## src/rtl/zoom_sequencer_pkg.sv

```systemverilog
// Shared encodings for the zoom sequencer: image classification and FSM states.
package zoom_pkg;

   typedef enum logic [1:0] {
      IMG_DEFAULT  = 2'd0,
      IMG_ENLARGED = 2'd1,
      IMG_REDUCED  = 2'd2
   } image_state_e;

   typedef enum logic [1:0] {
      ST_IDLE  = 2'd0,
      ST_ISSUE = 2'd1,
      ST_WAIT  = 2'd2
   } state_e;

   // Classify a level from its zero flag and sign bit.
   function automatic image_state_e image_state_of(input logic is_zero, input logic is_neg);
      if (is_zero) begin
         return IMG_DEFAULT;
      end else if (is_neg) begin
         return IMG_REDUCED;
      end
      return IMG_ENLARGED;
   endfunction

endpackage

```

## src/rtl/zoom_sequencer_button_sync_edge.sv

```systemverilog
// Two-flop synchroniser for an asynchronous push-button followed by a press
// detector yielding one single-cycle pulse per press, however long it is held.
module button_sync_edge #(
   parameter bit ACTIVE_LOW = 1'b0
) (
   input  logic CLK,
   input  logic RESET,
   input  logic BTN_IN,
   output logic PRESS
);

   localparam logic IDLE_LVL = ACTIVE_LOW;

   logic sync1_q, sync1_d;
   logic sync2_q, sync2_d;
   logic prev_q, prev_d;

   // Shift chain: metastability stage, stable stage, one-cycle history.
   always_comb begin
      sync1_d = BTN_IN;
      sync2_d = sync1_q;
      prev_d  = sync2_q;
   end

   // Flops reset to the released button level so no press appears on reset exit.
   always_ff @(posedge CLK or posedge RESET) begin
      if (RESET) begin
         sync1_q <= IDLE_LVL;
         sync2_q <= IDLE_LVL;
         prev_q  <= IDLE_LVL;
      end else begin
         sync1_q <= sync1_d;
         sync2_q <= sync2_d;
         prev_q  <= prev_d;
      end
   end

   // Press = synchronised button just became active.
   always_comb begin
      PRESS = (sync2_q ^ IDLE_LVL) & ~(prev_q ^ IDLE_LVL);
   end

endmodule

```

## src/rtl/zoom_sequencer.sv

```systemverilog
// Zoom/algorithm controller: cycles the scaling algorithm on SELECT, issues one
// zoom step per ZOOM_REQ to the coprocessor with START/DONE and a timeout, and
// commits the zoom level only when the coprocessor reports DONE.
module zoom_sequencer
   import zoom_pkg::*;
#(
   parameter int                N_ALGS         = 4,
   parameter logic [N_ALGS-1:0] ENLARGE_MASK   = 4'b0011,
   parameter int                MAX_LEVEL      = 2,
   parameter int                TIMEOUT_CYCLES = 1024,
   localparam int               ALG_W          = (N_ALGS > 2) ? $clog2(N_ALGS) : 1,
   localparam int               LVL_W          = $clog2(MAX_LEVEL + 1) + 1
) (
   input  logic                    CLK,
   input  logic                    RESET,
   input  logic                    SELECT,
   input  logic                    ZOOM_REQ,
   input  logic                    DONE,
   output logic [ALG_W-1:0]        ALGORITHM,
   output logic signed [LVL_W-1:0] ZOOM_LEVEL,
   output logic signed [LVL_W-1:0] TARGET_LEVEL,
   output logic [1:0]              IMAGE_STATE,
   output logic                    START,
   output logic                    BUSY,
   output logic                    REJECT,
   output logic                    TIMEOUT_ERR
);

   localparam int                    CNT_W    = $clog2(TIMEOUT_CYCLES);
   localparam logic [CNT_W-1:0]      CNT_LAST = CNT_W'(TIMEOUT_CYCLES - 1);
   localparam logic [ALG_W-1:0]      ALG_LAST = ALG_W'(N_ALGS - 1);
   localparam int                    MASK_W   = 1 << ALG_W;
   // Mask widened to every encodable index so unused codes read as "reduce".
   localparam logic [MASK_W-1:0]     MASK_EXT = MASK_W'(ENLARGE_MASK);
   localparam logic signed [LVL_W-1:0] LVL_MAX = LVL_W'(MAX_LEVEL);
   localparam logic signed [LVL_W-1:0] LVL_MIN = LVL_W'(-MAX_LEVEL);
   localparam logic signed [LVL_W-1:0] LVL_ONE = LVL_W'(1);

   state_e                  state_q, state_d;
   logic [ALG_W-1:0]        alg_q, alg_d;
   logic signed [LVL_W-1:0] zoom_level_q, zoom_level_d;
   logic signed [LVL_W-1:0] target_level_q, target_level_d;
   image_state_e            image_state_q, image_state_d;
   logic                    reject_q, reject_d;
   logic                    timeout_err_q, timeout_err_d;
   logic [CNT_W-1:0]        cnt_q, cnt_d;

   logic                    sel_press;
   logic                    zoom_press;
   logic                    enlarge;
   logic                    can_step;
   logic signed [LVL_W-1:0] step_level;

   button_sync_edge #(.ACTIVE_LOW(1'b1)) u_sel_sync (
      .CLK    (CLK),
      .RESET  (RESET),
      .BTN_IN (SELECT),
      .PRESS  (sel_press)
   );

   button_sync_edge #(.ACTIVE_LOW(1'b0)) u_zoom_sync (
      .CLK    (CLK),
      .RESET  (RESET),
      .BTN_IN (ZOOM_REQ),
      .PRESS  (zoom_press)
   );

   // Direction and range check for the step the current algorithm would take.
   always_comb begin
      enlarge    = MASK_EXT[alg_q];
      can_step   = enlarge ? (zoom_level_q != LVL_MAX) : (zoom_level_q != LVL_MIN);
      step_level = enlarge ? (zoom_level_q + LVL_ONE) : (zoom_level_q - LVL_ONE);
   end

   // Next-state logic: event handling, job handshake and timeout.
   always_comb begin
      state_d        = state_q;
      alg_d          = alg_q;
      zoom_level_d   = zoom_level_q;
      target_level_d = target_level_q;
      reject_d       = 1'b0;
      timeout_err_d  = 1'b0;
      cnt_d          = cnt_q;

      case (state_q)
         ST_IDLE: begin
            // Zoom takes priority; a coincident select is dropped.
            if (zoom_press) begin
               if (can_step) begin
                  target_level_d = step_level;
                  state_d        = ST_ISSUE;
               end else begin
                  reject_d = 1'b1;
               end
            end else if (sel_press) begin
               alg_d = (alg_q == ALG_LAST) ? '0 : alg_q + 1'b1;
            end
         end
         ST_ISSUE: begin
            reject_d = zoom_press;
            cnt_d    = '0;
            state_d  = ST_WAIT;
         end
         ST_WAIT: begin
            reject_d = zoom_press;
            // DONE beats a coincident timeout expiry.
            if (DONE) begin
               zoom_level_d = target_level_q;
               state_d      = ST_IDLE;
            end else if (cnt_q == CNT_LAST) begin
               target_level_d = zoom_level_q;
               timeout_err_d  = 1'b1;
               state_d        = ST_IDLE;
            end else begin
               cnt_d = cnt_q + 1'b1;
            end
         end
         default: begin
            state_d = ST_IDLE;
         end
      endcase

      image_state_d = image_state_of(zoom_level_d == '0, zoom_level_d[LVL_W-1]);
   end

   // State register; reset aborts any job in flight.
   always_ff @(posedge CLK or posedge RESET) begin
      if (RESET) begin
         state_q        <= ST_IDLE;
         alg_q          <= '0;
         zoom_level_q   <= '0;
         target_level_q <= '0;
         image_state_q  <= IMG_DEFAULT;
         reject_q       <= 1'b0;
         timeout_err_q  <= 1'b0;
         cnt_q          <= '0;
      end else begin
         state_q        <= state_d;
         alg_q          <= alg_d;
         zoom_level_q   <= zoom_level_d;
         target_level_q <= target_level_d;
         image_state_q  <= image_state_d;
         reject_q       <= reject_d;
         timeout_err_q  <= timeout_err_d;
         cnt_q          <= cnt_d;
      end
   end

   // Output decode.
   always_comb begin
      ALGORITHM    = alg_q;
      ZOOM_LEVEL   = zoom_level_q;
      TARGET_LEVEL = target_level_q;
      IMAGE_STATE  = image_state_q;
      START        = (state_q == ST_ISSUE);
      BUSY         = (state_q != ST_IDLE);
      REJECT       = reject_q;
      TIMEOUT_ERR  = timeout_err_q;
   end

endmodule

```

## config.mk

```make
export PLATFORM = sky130hd
export DESIGN_NAME = zoom_sequencer
export DESIGN_NICKNAME = d
export VERILOG_FILES = /design/src/rtl/zoom_sequencer_pkg.sv /design/src/rtl/zoom_sequencer_button_sync_edge.sv /design/src/rtl/zoom_sequencer.sv
export SDC_FILE = /design/constraint.sdc
export NUM_CORES = 1
export LEC_CHECK = 0
export CAP_MARGIN = 20
export CORE_ASPECT_RATIO = 2
export CORE_MARGIN = 2
export CORE_UTILIZATION = 35
export DETAILED_ROUTE_END_ITERATION = 16
export PLACE_DENSITY = 0.52
export SLEW_MARGIN = 20
export SYNTH_ARGS = -nofsm -noshare
export SYNTH_HDL_FRONTEND = slang
export SYNTH_SLANG_ARGS = --single-unit
export TNS_END_PERCENT = 100
```

## constraint.sdc

```tcl
create_clock -name CLK -period 2.6 [get_ports CLK]
set_input_delay 0.39 -clock CLK [delete_from_list [all_inputs] [get_ports CLK]]
set_output_delay 0.39 -clock CLK [all_outputs]
set_load 0.01 [all_outputs]
```

==> results.tsv, run 1 <==
stage	metric	value	unit
power_and_ir_drop	Flop pwr share	36.4	%
critical_path	reg2reg end	state_q[1]	
layout	final net count	175	
clocking	Num CTS Buffers	5	
placed_design	Routability Congestion	0.907	
synthesis	FF+latch count, synth	29	
sta	Tmin final	2.09	ns
clocking	cts hold-fix bufs	0	
clocking	clock buffer depth	2	
synthesis	top cell type's share of synthesized area	44.2	%
synthesis	Async SR Flop Fraction	100	%
synthesis	post-synthesis sequential area ratio	49.5	%
clocking	clk root buf	clkbuf_8	
power_and_ir_drop	pwr dens	1070	nW/um^2
power_and_ir_drop	P_leak	0.783	nW
global_route	first-pass GRT wire length	5.55	mm
sta	# setup viols final	0	
power_and_ir_drop	net switching power	0.734	mW
critical_path	CP Capture Point	BUSY	
routing	number of nets with antenna violations after routing	0	
layout	n_diodes	0	
layout	Final Cell Area	1810	sq um
sta	Slew Limit Fails	0	
global_route	initial antenna violation count	0	
placed_design	Post-DP HPWL	2.36	mm
clocking	Clk pin slew, worst setup/hold paths	0.06	ns
clocking	CTS resizes	0	
power_and_ir_drop	Worst IR Drop VDD	463	uV
placed_design	port bufs	18	
critical_path	crit end category	primary output	
floorplanning	initial core utilization	36.0	%
synthesis	YS warnings	0	
critical_path	WP data required	2.21	ns
clocking	clock latency at the later pin of the worst-skew pair	0.28	ns
run	Max Cap Viol	0	
global_route	Tot GR Track Use	15.5	%
routing	Iter 0 DRT Violations	22	
synthesis	syn_nets	149	
synthesis	post-synthesis cell area	1470	sq um
global_route	vias in the first global route	1164	
critical_path	Register-to-Register Setup Slack	0.65	ns
sta	measured slew at the worst slew-check pin	0.613	ns
sta	clk_skew	0.00646	ns
critical_path	Worst Path Max Fanout	6	
routing	DRC	0	
synthesis	ranking of synthesized cells by area	dfrtp_1 44%, ha_1 6.8%, dfstp_2 5.4%, mux2_2 4.6%, inv_1 2.5%	
floorplanning	DIE AREA	4770	sq um
sta	setup TNS	0	ns
synthesis	number of flops mapped to enable cells by yosys	0	
sta	fin crit share	80.4	%
synthesis	Gate Count Post-Synth	135	
synthesis	Most used DFF post-synth	dfrtp_1	
floorplanning	die width	49.9	um
routing	Vias/cell	5.34	
sta	Achievable Freq	478	MHz
routing	Final Routed Wirelength	3.11	mm
routing	wire per inst	14.5	um
critical_path	crit start category	register	
worst_hold_path	path type of the worst min-delay path	register to register	
layout	area grow syn2layout	23.0	%
synthesis	syn_area_per_cell	10.9	sq um
critical_path	Arrival @ worst endpoint	1.70	ns
floorplanning	Die Y	95.7	um
critical_path	origin of the worst setup path	state_q[0]	
routing	DR vias	1142	
clocking	Setup Fix Bufs, Post-CTS	0	
clocking	CTS tree	yes	
global_route	GR Overflow Total	0	
floorplanning	cell row count	33	
critical_path	WS Path Type	register to primary output	
clocking	htree depth	2	
routing	DR pass1 iterations	4	
global_route	pin count of the biggest net entering global routing	30	
critical_path	Worst Reg-to-Reg Cells	5	
power_and_ir_drop	Int Pwr	1.20	mW
synthesis	post-synthesis cell type count	40	
critical_path	reg2reg start	cnt_q[0]	
floorplanning	core region area	4090	sq um
floorplanning	num ports	19	
sta	Slew HR	58.8	%
power_and_ir_drop	Net Sw Frac	38.0	%
layout	layout cells sized above 1	14.8	%
layout	fillers	391	
outcome	status	complete, no violations	
power_and_ir_drop	Clk network pwr share	18.0	%
synthesis	cell taking the most area after synthesis	dfrtp_1	
sta	final hold vios	0	
power_and_ir_drop	Logic pwr share	45.6	%
placed_design	placed cell area	1730	sq um
clocking	Sink Count	29	
sta	unrepaired setup endpoints after global routing	false	
[power groups by stage]
stage,sequential [mW],clock [mW],combinational [mW]
global route,0.728,0.388,0.983
finish,0.704,0.348,0.882
global placement,0.711,0,0.884
detailed placement,0.718,0,0.891
CTS,0.709,0.364,0.896
floorplan,0.708,0,0.531
[logic make-up after synthesis]
kind of cell	after synthesis	synth area share, %
xor gates and xnor gates	4	2.38
DFF	29	49.5
muxes	8	5.95
adders and majority gates	9	8.16
buffers and inverters	12	3.31
and+or+nand+nor	44	17.3
AOI/OAI and AO/OA	29	13.3
[worst min-delay path by stage]
stage	cells past startpoint	endpoint	start
detailed placement	0	u_zoom_sync.prev_d	u_zoom_sync.sync1_q
global route	0	u_sel_sync.prev_d	u_sel_sync.sync1_q
floorplan	0	u_zoom_sync.prev_d	u_zoom_sync.sync1_q
finish	0	u_zoom_sync.prev_d	u_zoom_sync.sync1_q
global placement	0	u_zoom_sync.prev_d	u_zoom_sync.sync1_q
CTS	0	u_zoom_sync.prev_d	u_zoom_sync.sync1_q
[flip-flops by register name, indices dropped and copies added (netlist names)]
signal	cells
u_zoom_sync.prev_q	1
REJECT	1
state_q	2
u_zoom_sync.prev_d	1
IMAGE_STATE	2
u_zoom_sync.sync1_q	1
u_sel_sync.prev_q	1
TIMEOUT_ERR	1
ALGORITHM	2
cnt_q	10
u_sel_sync.prev_d	1
u_sel_sync.sync1_q	1
TARGET_LEVEL	3
ZOOM_LEVEL	2
[per-stage QoR]
step	power (mW)	utilization, %	instances	hold slack [ns]	setup WS (ns)
finish	1.93	44.3	214	0.344	0.509
global route	2.10	44.3	214	0.353	0.401
CTS	1.97	44.3	214	0.346	0.489
detailed placement	1.61	42.3	206	0.340	0.473
global placement	1.59	42.3	206	0.333	0.560
floorplan	1.24	-	135	0.331	0.702
[Yosys cell counts, types with 3 or more instances]
cell     instances
inv_1           10
mux2_2           6
nor2_1           5
nor3_1           3
o31ai_1          5
dfstp_2          3
nand2_1          9
dfrtp_1         26
nor2b_1          3
ha_1             8
xnor2_1          3
o21ai_0          5
nand3_1          6
a21oi_1          7
nand4_1          3
[placed cells by master, fill, tap and decap left out, types with 5 or more instances in the layout]
master,netlist,layout
dfrtp_1,26,26
clkdlybuf4s50_1,0,18
inv_1,10,10
nand2_1,9,9
ha_1,8,8
a21oi_1,7,7
nand3_1,6,6
mux2_2,6,6
o31ai_1,5,5
o21ai_0,5,5
nor2_1,5,5
clkbuf_8,0,5
[layout make-up]
class	count	area [sq um]	area share (%)
clock buffer	6	72.6	4.01
clock inverter	2	10.0	0.552
inverter	10	37.5	2.07
multi-input combinational	94	694	38.3
sequential	29	729	40.3
tap	52	65.1	3.59
timing repair buffer	21	203	11.2
[critical path: stages (launching register included)]
cell             delay (ns)
dfrtp_1                0.42
inv_1                  0.10
ha_1                   0.28
inv_1                  0.09
clkdlybuf4s50_1        0.53
[metal layers]
| metal | global-route usage, % | wire (um) | part of all wire (%) | up-vias |
|---|---|---|---|---|
| li1 | - | - | - | 547 |
| met1 | 17.2 | 1260 | 41 | 566 |
| met2 | 27.3 | 1690 | 54 | 22 |
| met3 | 2.80 | 61 | 2.0 | 7 |
| met4 | 9.03 | 87 | 2.8 | 0 |
| met5 | 0 | 0 | 0 | - |
No activity file was read; power rests on OpenSTA's default activity.
==> run 2: changes to the inputs <==
Settings changed: PLACE_DENSITY 0.52 to 0.54.
Clock period 2.6 ns to 1.8 ns, I/O delays scaled along.
==> results.tsv, run 2 (same netlist as run 1, synthesis figures left out) <==
stage	metric	value	unit
sta	Slew Limit Fails	0	
routing	Final Routed Wirelength	3.37	mm
routing	uppermost layer routed	met4	
routing	DRC	0	
sta	fin crit share	96.0	%
critical_path	crit start category	register	
floorplanning	num ports	19	
routing	routed wl met3	117	um
clocking	Clk pin slew, worst setup/hold paths	0.06	ns
layout	area grow syn2layout	34.3	%
run	Max Cap Viol	0	
routing	met1 wire length	1.29	mm
clocking	Num CTS Buffers	5	
power_and_ir_drop	pwr dens	1560	nW/um^2
floorplanning	die width	49.9	um
sta	Final WS setup	0.0724	ns
clocking	Sink Count	29	
placed_design	placed cells	220	
layout	final net count	192	
routing	DR pass1 iterations	4	
placed_design	Post-DP HPWL	2.50	mm
sta	measured slew at the worst slew-check pin	0.485	ns
floorplanning	DIE AREA	4770	sq um
layout	Final Cell Area	1980	sq um
power_and_ir_drop	Int Pwr	1.94	mW
layout	layout cells sized above 1	25.7	%
sta	# setup viols final	0	
floorplanning	core region area	4090	sq um
power_and_ir_drop	Flop pwr share	30.8	%
routing	Vias/cell	5.29	
sta	final hold vios	0	
sta	Achievable Freq	579	MHz
clocking	CTS tree	yes	
critical_path	crit end category	register	
global_route	first-pass GRT wire length	5.65	mm
layout	largest reg by FF count	cnt_q	
worst_hold_path	path type of the worst min-delay path	input port to asynchronous set/reset pin	
outcome	status	complete, no violations	
global_route	pin count of the biggest net entering global routing	19	
power_and_ir_drop	Clk network pwr share	17.9	%
sta	Tmin final	1.73	ns
critical_path	Register-to-Register Setup Slack	0.07	ns
sta	setup TNS	0	ns
sta	Slew HR	67.6	%
layout	fin util	48.4	%
critical_path	Arrival @ worst endpoint	1.94	ns
layout	max FFs per register	10	
placed_design	port bufs	18	
layout	most common cell after layout, fill and taps aside	dfrtp_1	
global_route	vias in the first global route	1249	
power_and_ir_drop	net switching power	1.14	mW
sta	clk_skew	0.00256	ns
clocking	clock latency at the later pin of the worst-skew pair	0.28	ns
critical_path	Worst Path Max Fanout	3	
global_route	GR Overflow Total	0	
clocking	clk root buf	clkbuf_8	
routing	met2 WL	1.90	mm
critical_path	WS Path Type	register to register	
placed_design	placed cell area	1850	sq um
floorplanning	cell row count	33	
placed_design	post-place setup slack	0.00268	ns
layout	n_diodes	0	
power_and_ir_drop	Design Power	3.09	mW
sta	final hold slack	0.315	ns
clocking	htree depth	2	
placed_design	Routability Congestion	0.817	
power_and_ir_drop	P_leak	0.872	nW
clocking	clock buffer depth	2	
power_and_ir_drop	Worst IR Drop VDD	716	uV
global_route	initial antenna violation count	0	
power_and_ir_drop	Logic pwr share	51.3	%
routing	number of nets with antenna violations after routing	0	
global_route	Tot GR Track Use	15.8	%
power_and_ir_drop	Net Sw Frac	37.0	%
layout	commonest non-fill, non-tap cells in the layout	25 x dfrtp_1, 18 x buf_4, 16 x clkdlybuf4s50_1	
critical_path	WP data required	2.01	ns
layout	Post-Layout Cell Count	231	
floorplanning	initial core utilization	36.0	%
routing	DR vias	1223	
routing	Iter 0 DRT Violations	33	
routing	wire per inst	14.6	um
floorplanning	Die Y	95.7	um
## run 2: cell count changes in the layout (fill, tap and decap cells not counted), sizes merged
cell	delta
buf	+17
clkdlybuf4s50	-2
clkinv	-2
clkbuf	+2
dlygate4sd2	+2
## run 2: worst paths after layout
check / startpoint / end / cells past startpoint
worst max-delay path: cnt_q[1] / TARGET_LEVEL[0] / 5
worst max register to register: cnt_q[1] / TARGET_LEVEL[0] / 5
worst min-delay path: RESET / u_zoom_sync.prev_q / 2
max in group asynchronous: RESET / ZOOM_LEVEL[1] / 3
worst min register to register: u_zoom_sync.sync1_q / u_zoom_sync.prev_d / 0
min in group CLK: u_zoom_sync.sync1_q / u_zoom_sync.prev_d / 0
## run 2: routing by layer
layer / GRT usage, % / vias to the layer above
met1: 16.5 / 609
met2: 29.4 / 30
met4: 7.18 / 0
met3: 3.26 / 5
met5: 0 / -
li1: - / 579
## run 2: area by class of cell
class,count,area (sq um)
Sequential cell,29,731
Multi-Input combinational cell,94,711
Clock buffer,8,90.1
Timing Repair Buffer,38,344
Fill cell,392,2110
Tap cell,52,65.1
Inverter,10,37.5
## run 2: repair_timing
item	4_1_cts	5_1_grt
setup endpoints to repair	2	5
gates resized for setup	2	8
gates cloned	0	0
pin swaps	0	1
buffers inserted	1	2
hold buffers	0	0
## run 2: worst max-delay path, cell delays in order, from the launching register on
cell	delay, ns
dfrtp_1	0.35
ha_2	0.18
nand2_1	0.09
or3_4	0.40
or4_1	0.53
nand4_1	0.11
## run 2: power by group through the flow
stage	logic, mW	registers, mW	clock network (mW)
final	1.58	0.952	0.552
after global routing	1.75	0.973	0.599
after CTS	1.53	0.961	0.570
after detailed placement	1.51	0.977	0
after global placement	1.48	0.970	0
after floorplan	0.768	1.02	0
